### src/rtl/uart_frame_deframer.sv
// Receive-side deframer for the "&&payload&&" UART string protocol: strips the
// delimiters, buffers the payload and holds it for a host reader until acknowledged.
module uart_frame_deframer #(
    parameter int MAX_LEN     = 128,
    parameter int LEN_W       = 8,
    parameter int TIMEOUT_CYC = 100_000
) (
    input  logic             sys_clk,
    input  logic             sys_rst,
    input  logic [7:0]       rx_data,
    input  logic             rx_vld,
    output logic             frame_valid,
    output logic [LEN_W-1:0] frame_len,
    input  logic             frame_ack,
    output logic             frame_err,
    output logic [1:0]       err_code,
    output logic             overrun,
    output logic             busy,
    input  logic [LEN_W-1:0] rd_addr,
    output logic [7:0]       rd_data
);

    localparam logic [2:0] S_IDLE    = 3'd0;
    localparam logic [2:0] S_SOF1    = 3'd1;
    localparam logic [2:0] S_PAYLOAD = 3'd2;
    localparam logic [2:0] S_AMP     = 3'd3;
    localparam logic [2:0] S_HOLD    = 3'd4;

    localparam logic [7:0]       AMP_CHAR  = 8'h26;
    localparam int               AW        = $clog2(MAX_LEN);
    localparam int               CNT_W     = $clog2(TIMEOUT_CYC);
    localparam logic [CNT_W-1:0] TO_LAST   = CNT_W'(TIMEOUT_CYC - 1);
    localparam logic [LEN_W:0]   MAX_LEN_X = (LEN_W + 1)'(MAX_LEN);

    logic [7:0]       mem_q [MAX_LEN];
    logic [2:0]       state_q, state_d;
    logic [LEN_W-1:0] wr_ptr_q, wr_ptr_d;
    logic [CNT_W-1:0] cnt_q, cnt_d;
    logic             pend_q, pend_d;
    logic [AW-1:0]    pend_addr_q, pend_addr_d;
    logic [7:0]       pend_data_q, pend_data_d;
    logic             frame_valid_q, frame_valid_d;
    logic [LEN_W-1:0] frame_len_q, frame_len_d;
    logic             frame_err_q, frame_err_d;
    logic [1:0]       err_code_q, err_code_d;
    logic             overrun_q, overrun_d;
    logic             busy_q, busy_d;
    logic [7:0]       rd_data_q, rd_data_d;

    logic             is_amp_s;
    logic [LEN_W:0]   wr_ptr_x_s;
    logic [LEN_W-1:0] wr_ptr_inc_s;
    logic             abort_s;
    logic [1:0]       abort_code_s;
    logic             wr_en_s;
    logic [AW-1:0]    wr_addr_s;
    logic [7:0]       wr_data_s;

    assign is_amp_s     = (rx_data == AMP_CHAR);
    assign wr_ptr_x_s   = {1'b0, wr_ptr_q};
    assign wr_ptr_inc_s = wr_ptr_q + {{(LEN_W-1){1'b0}}, 1'b1};

    // Frame FSM, buffer write port and inter-byte timeout.
    always_comb begin
        state_d      = state_q;
        wr_ptr_d     = wr_ptr_q;
        cnt_d        = cnt_q;
        pend_d       = 1'b0;
        pend_addr_d  = pend_addr_q;
        pend_data_d  = pend_data_q;
        frame_len_d  = frame_len_q;
        frame_err_d  = 1'b0;
        err_code_d   = err_code_q;
        overrun_d    = overrun_q;
        abort_s      = 1'b0;
        abort_code_s = 2'b00;
        // The deferred second byte of an escaped '&' lands here; rx_vld spacing keeps the port free.
        wr_en_s      = pend_q;
        wr_addr_s    = pend_addr_q;
        wr_data_s    = pend_data_q;

        case (state_q)
            S_IDLE: begin
                if (rx_vld && is_amp_s) state_d = S_SOF1;
                else                    state_d = S_IDLE;
            end
            S_SOF1: begin
                if (rx_vld && is_amp_s) begin
                    state_d  = S_PAYLOAD;
                    wr_ptr_d = {LEN_W{1'b0}};
                end else if (rx_vld) begin
                    state_d = S_IDLE;
                end else begin
                    state_d = S_SOF1;
                end
            end
            S_PAYLOAD: begin
                if (rx_vld && is_amp_s) begin
                    state_d = S_AMP;
                end else if (rx_vld && (wr_ptr_x_s == MAX_LEN_X)) begin
                    abort_s      = 1'b1;
                    abort_code_s = 2'b01;
                end else if (rx_vld) begin
                    wr_en_s   = 1'b1;
                    wr_addr_s = wr_ptr_q[AW-1:0];
                    wr_data_s = rx_data;
                    wr_ptr_d  = wr_ptr_inc_s;
                end else begin
                    state_d = S_PAYLOAD;
                end
            end
            S_AMP: begin
                if (rx_vld && is_amp_s) begin
                    state_d     = S_HOLD;
                    frame_len_d = wr_ptr_q;
                end else if (rx_vld && ((wr_ptr_x_s + (LEN_W + 1)'(2)) > MAX_LEN_X)) begin
                    abort_s      = 1'b1;
                    abort_code_s = 2'b01;
                end else if (rx_vld) begin
                    wr_en_s     = 1'b1;
                    wr_addr_s   = wr_ptr_q[AW-1:0];
                    wr_data_s   = AMP_CHAR;
                    pend_d      = 1'b1;
                    pend_addr_d = wr_ptr_inc_s[AW-1:0];
                    pend_data_d = rx_data;
                    wr_ptr_d    = wr_ptr_q + {{(LEN_W-2){1'b0}}, 2'd2};
                    state_d     = S_PAYLOAD;
                end else begin
                    state_d = S_AMP;
                end
            end
            S_HOLD: begin
                if (frame_ack) begin
                    overrun_d = 1'b0;
                    if (rx_vld && is_amp_s) state_d = S_SOF1;
                    else                    state_d = S_IDLE;
                end else if (rx_vld) begin
                    overrun_d = 1'b1;
                end else begin
                    state_d = S_HOLD;
                end
            end
            default: begin
                state_d = S_IDLE;
            end
        endcase

        if ((state_q == S_SOF1) || (state_q == S_PAYLOAD) || (state_q == S_AMP)) begin
            if (rx_vld) begin
                cnt_d = {CNT_W{1'b0}};
            end else if (cnt_q == TO_LAST) begin
                cnt_d        = {CNT_W{1'b0}};
                abort_s      = 1'b1;
                abort_code_s = 2'b10;
            end else begin
                cnt_d = cnt_q + CNT_W'(1);
            end
        end else begin
            cnt_d = {CNT_W{1'b0}};
        end

        if (abort_s) begin
            state_d     = S_IDLE;
            wr_ptr_d    = {LEN_W{1'b0}};
            frame_err_d = 1'b1;
            err_code_d  = abort_code_s;
        end else begin
            frame_err_d = 1'b0;
        end

        frame_valid_d = (state_d == S_HOLD);
        busy_d        = (state_d == S_SOF1) || (state_d == S_PAYLOAD) || (state_d == S_AMP);
    end

    // Registered read port; out-of-range addresses read as zero.
    always_comb begin
        rd_data_d = 8'h00;
        if ({1'b0, rd_addr} < MAX_LEN_X) rd_data_d = mem_q[rd_addr[AW-1:0]];
        else                             rd_data_d = 8'h00;
    end

    // Payload buffer storage (not reset).
    always_ff @(posedge sys_clk) begin
        if (wr_en_s) mem_q[wr_addr_s] <= wr_data_s;
    end

    // State and output registers.
    always_ff @(posedge sys_clk) begin
        if (sys_rst) begin
            state_q       <= S_IDLE;
            wr_ptr_q      <= {LEN_W{1'b0}};
            cnt_q         <= {CNT_W{1'b0}};
            pend_q        <= 1'b0;
            pend_addr_q   <= {AW{1'b0}};
            pend_data_q   <= 8'h00;
            frame_valid_q <= 1'b0;
            frame_len_q   <= {LEN_W{1'b0}};
            frame_err_q   <= 1'b0;
            err_code_q    <= 2'b00;
            overrun_q     <= 1'b0;
            busy_q        <= 1'b0;
            rd_data_q     <= 8'h00;
        end else begin
            state_q       <= state_d;
            wr_ptr_q      <= wr_ptr_d;
            cnt_q         <= cnt_d;
            pend_q        <= pend_d;
            pend_addr_q   <= pend_addr_d;
            pend_data_q   <= pend_data_d;
            frame_valid_q <= frame_valid_d;
            frame_len_q   <= frame_len_d;
            frame_err_q   <= frame_err_d;
            err_code_q    <= err_code_d;
            overrun_q     <= overrun_d;
            busy_q        <= busy_d;
            rd_data_q     <= rd_data_d;
        end
    end

    assign frame_valid = frame_valid_q;
    assign frame_len   = frame_len_q;
    assign frame_err   = frame_err_q;
    assign err_code    = err_code_q;
    assign overrun     = overrun_q;
    assign busy        = busy_q;
    assign rd_data     = rd_data_q;

endmodule
### config.mk
export PLATFORM = sky130hd
export DESIGN_NAME = uart_frame_deframer
export DESIGN_NICKNAME = d
export VERILOG_FILES = /design/src/rtl/uart_frame_deframer.sv
export SDC_FILE = /design/constraint.sdc
export NUM_CORES = 1
export LEC_CHECK = 0
export BUFFER_PORTS_ARGS = -buffer_cell sky130_fd_sc_hd__buf_2
export CAP_MARGIN = 20
export CELL_PAD_IN_SITES_DETAIL_PLACEMENT = 0
export CELL_PAD_IN_SITES_GLOBAL_PLACEMENT = 2
export CORE_UTILIZATION = 45
export DETAILED_ROUTE_END_ITERATION = 8
export GPL_TIMING_DRIVEN = 0
export PLACE_DENSITY_LB_ADDON = 0.1
export SYNTH_ARGS = -nofsm -noshare
export SYNTH_HDL_FRONTEND = slang
export SYNTH_SLANG_ARGS = --single-unit
### constraint.sdc
create_clock -name sys_clk -period 7.9 [get_ports sys_clk]
set_input_delay 0.395 -clock sys_clk [delete_from_list [all_inputs] [get_ports sys_clk]]
set_output_delay 0.395 -clock sys_clk [all_outputs]
set_load 0.05 [all_outputs]
==> summary.md <==
| Metric | Value |
|---|---|
| Routed WL | 107.6 mm |
| Outcome | finished, final reports clean |
| Slew Viols, Final | 0 |
| Fin crit period | 4.681 ns |
| Core area | 95150 µm² |
| Leakage power | 16.88 nW |
| Hold endpoint | frame_err$_SDFF_PP0_ |
| Grt ovf | 0 |
| Synth Area in Compound Gates | 0.02614 |
| CTS buffer count | 112 |
| Fin area | 49380 µm² |
| Die width | 312.1 µm |
| Ant diodes | 0 |
| CTS tree | yes |
| Top FF cell, synth | edfxtp_1 |
| Post-synthesis async set-or-reset flop share | 0 |
| Worst R2R End | mem_q[65][5]$_DFFE_PP_ |
| 1st-pass router iterations | 5 |
| FF-to-FF Start | wr_ptr_q[1]$_SDFFE_PP0P_ |
| Largest family of logic cells by synthesized area | multiplexers |
| Fmax | 213.7 MHz |
| Resized cells post-CTS | 0 |
| Share of layout cells above drive strength 1 | 0.2548 |
| Sequential share of the synthesized area | 0.7412 |
| Post-Syn Area | 43270 µm² |
| Post-Syn Instances | 2155 |
| Critical path peak fanout | 10 |
| Clock sinks | 1090 |
| Simple-gate share of the synthesized area | 0.04569 |
| Hold Crit Class | primary input to flip-flop |
| Hold Path Depth | 2 |
| Post-detail-place hpwl | 71.86 mm |
| Via density | 5.822 |
| Synth warn | 0 |
| Worst Path Class, Setup | flip-flop to flip-flop |
| First-pass GRT wire length | 154.9 mm |
| Commonest cells after routing, fill and taps aside | edfxtp_1, mux4_2, nor2_1 |
| Root Buffer Master | clkbuf_16 |
| Number of synthesized register bits | 1090 |
| Arrival time worst endpoint | 4.98 ns |
| H-tree level count | 3 |
| Hold Path Origin | sys_rst |
| Final hold vios | 0 |
| Drt wl/cell | 29.08 µm |
| Most common cell after layout, fill and taps aside | edfxtp_1 |
| Largest net degree at the start of global routing | 77 |
| Worst-Skew Late Latency | 0.70 ns |
| Design Power | 11.72 mW |
| Clock Tree Buf Depth | 3 |
| Clk pin slew, worst setup/hold paths | 0.06 ns |
| Maximum Capacitance Violations | 0 |
| Final net count | 2368 |
| DP Area | 45690 µm² |
| Multiplexer area fraction after synthesis | 0.1670 |
| Via count | 21530 |
| Area Growth Syn to Fin | 14.11% |
| WHS | 0.2042 ns |
| GRT Overall Usage | 0.2231 |
| Final setup violation count | 0 |
| Startpoint types | flip-flop |
| Clk_skew | 0.02979 ns |
| Period utilisation layout | 0.5925 |
| RePlAce Congestion | 0.7857 |
| Post-route DRC | 0 |
| Vias in the first global route | 22040 |
| DIE AREA | 97400 µm² |
| Syn nets | 2181 |
| Crit. End Element | flip-flop |
| Max-slew headroom | 0.2371 |
| FF-to-FF path depth | 8 |
| RSZ-0062 raised after global routing | no |
| CP required | 8.20 ns |
| Avg Inst Size Synth | 20.08 µm² |
| Max VDD drop | 0.1691 mV |
| Distinct cells, synth | 66 |
| Initial DRC count | 2095 |
| PD cells | 237.3 nW/µm² |
| FF-to-FF setup slack | 3.22 ns |
| Tightest Pin Transition | 1.144 ns |
| Post-synth EDFFs | 1024 |
| Row cnt | 113 |
| Filler cell count | 7579 |
| Synth Area in XOR/XNOR | 0.004048 |
| Die height | 312.1 µm |
| IO Port Bufs | 36 |
| Initial antenna violation count | 2 |
| Io pins | 42 |
| Postcts setup bufs | 0 |
| Detail Route Antenna Nets | 0 |
| Initial Utilization | 0.4547 |
| Synth Area in Adders | 0.001735 |
[cell type report]
class                   instances  area, µm²  area share
plain buffers                 121      523.0     0.01059
clock buffers                 143       2980     0.06036
clock inverters                62      575.6     0.01166
inverters                      25      93.84    0.001901
multi-input cells             919      10700      0.2166
flip-flops and latches       1090      32070      0.6495
well taps                    1265       1583     0.03206
repair buffers                 73      854.6     0.01731
[stage by stage]
stage	worst slack [ns]	utilization	std cells	setup TNS [ns]
global placement	-3.407	0.4733	3456	-1786.90
finish	3.220	0.5189	3698	0
CTS	3.197	0.5185	3695	0
floorplan	1.694	-	2155	0
global route	3.027	0.5189	3698	0
detailed placement	3.210	0.4802	3481	0
[worst max-delay path, cell delays in order (launching register included)]
cell and delay [ns]:
dfxtp_1 0.47, ha_1 0.39, nor4_1 0.11, o311a_4 0.42, o21ai_4 0.37, clkbuf_1 0.56
a41oi_2 0.70, buf_2 0.54, nor2_1 0.71
[flip-flops by register name, indices dropped and copies added (netlist names)]
register	cells
pend_addr_q	7
frame_err	1
state_q	3
busy	1
mem_q	1024
pend_q	1
frame_len	8
frame_valid	1
rd_data	8
pend_data_q	8
cnt_q	17
overrun	1
wr_ptr_q	8
err_code	2
[cell usage after synthesis, drive strengths merged, types with 5 or more instances]
cell type / number / share of area
a22oi: 8 / 0.0014
xor2: 14 / 0.0028
mux2: 27 / 0.0070
o31ai: 9 / 0.0019
nand2b: 8 / 0.0012
nor2b: 11 / 0.0016
ha: 6 / 0.0017
a211oi: 12 / 0.0021
xnor2: 6 / 0.0012
inv: 25 / 0.0022
o22ai: 24 / 0.0035
nand3: 31 / 0.0036
nor3: 21 / 0.0024
o21ai: 19 / 0.0025
dfxtp: 66 / 0.031
and3: 9 / 0.0013
mux2i: 43 / 0.010
a21oi: 43 / 0.0050
edfxtp: 1024 / 0.71
nand4: 20 / 0.0084
o211ai: 8 / 0.0014
mux4: 288 / 0.15
nor3b: 5 / 0.00098
a311oi: 6 / 0.0012
clkbuf: 62 / 0.0054
nand2: 72 / 0.0063
nor2: 182 / 0.016
buf: 59 / 0.0067
[power by group]
group	total, mW	switching, mW	internal (mW)	leakage (nW)
Sequential	6.22	0.000521	6.22	11.3
Combinational	0.382	0.220	0.162	3.89
Clock	5.11	2.17	2.95	1.73
[how the worst max path moves through the flow]
stage / slack [ns] / from / end
4_1_cts: 3.20 / wr_ptr_q[1]$_SDFFE_PP0P_ / mem_q[65][6]$_DFFE_PP_
5_1_grt: 3.03 / wr_ptr_q[1]$_SDFFE_PP0P_ / mem_q[65][7]$_DFFE_PP_
2_1_floorplan: 1.69 / wr_ptr_q[1]$_SDFFE_PP0P_ / mem_q[0][6]$_DFFE_PP_
6_report: 3.22 / wr_ptr_q[1]$_SDFFE_PP0P_ / mem_q[65][5]$_DFFE_PP_
3_5_place_dp: 3.21 / wr_ptr_q[1]$_SDFFE_PP0P_ / mem_q[65][0]$_DFFE_PP_
3_3_place_gp: -3.41 / wr_ptr_q[1]$_SDFFE_PP0P_ / mem_q[84][6]$_DFFE_PP_
[cell families (layout without fill, tap and decap cells)]
family / after synthesis / in the layout
flops: 1090 / 1090
simple gates: 381 / 381
mux: 358 / 358
compound gates: 154 / 154
buf+inv: 146 / 424
xor+xnor: 20 / 20
fa+ha+maj: 6 / 6
[timing repair]
action / 4_1_cts / 5_1_grt
setup endpoints to repair: 0 / 0
hold endpoints to repair: 9 / 0
hold buffers: 9 / 0
[routing by layer]
layer / track usage / share of wire
met3: 0.03504 / 0.058
met1: 0.3152 / 0.43
met2: 0.3643 / 0.49
met5: 0 / 0
met4: 0.05760 / 0.021
No activity file was read; power rests on OpenSTA's default activity.
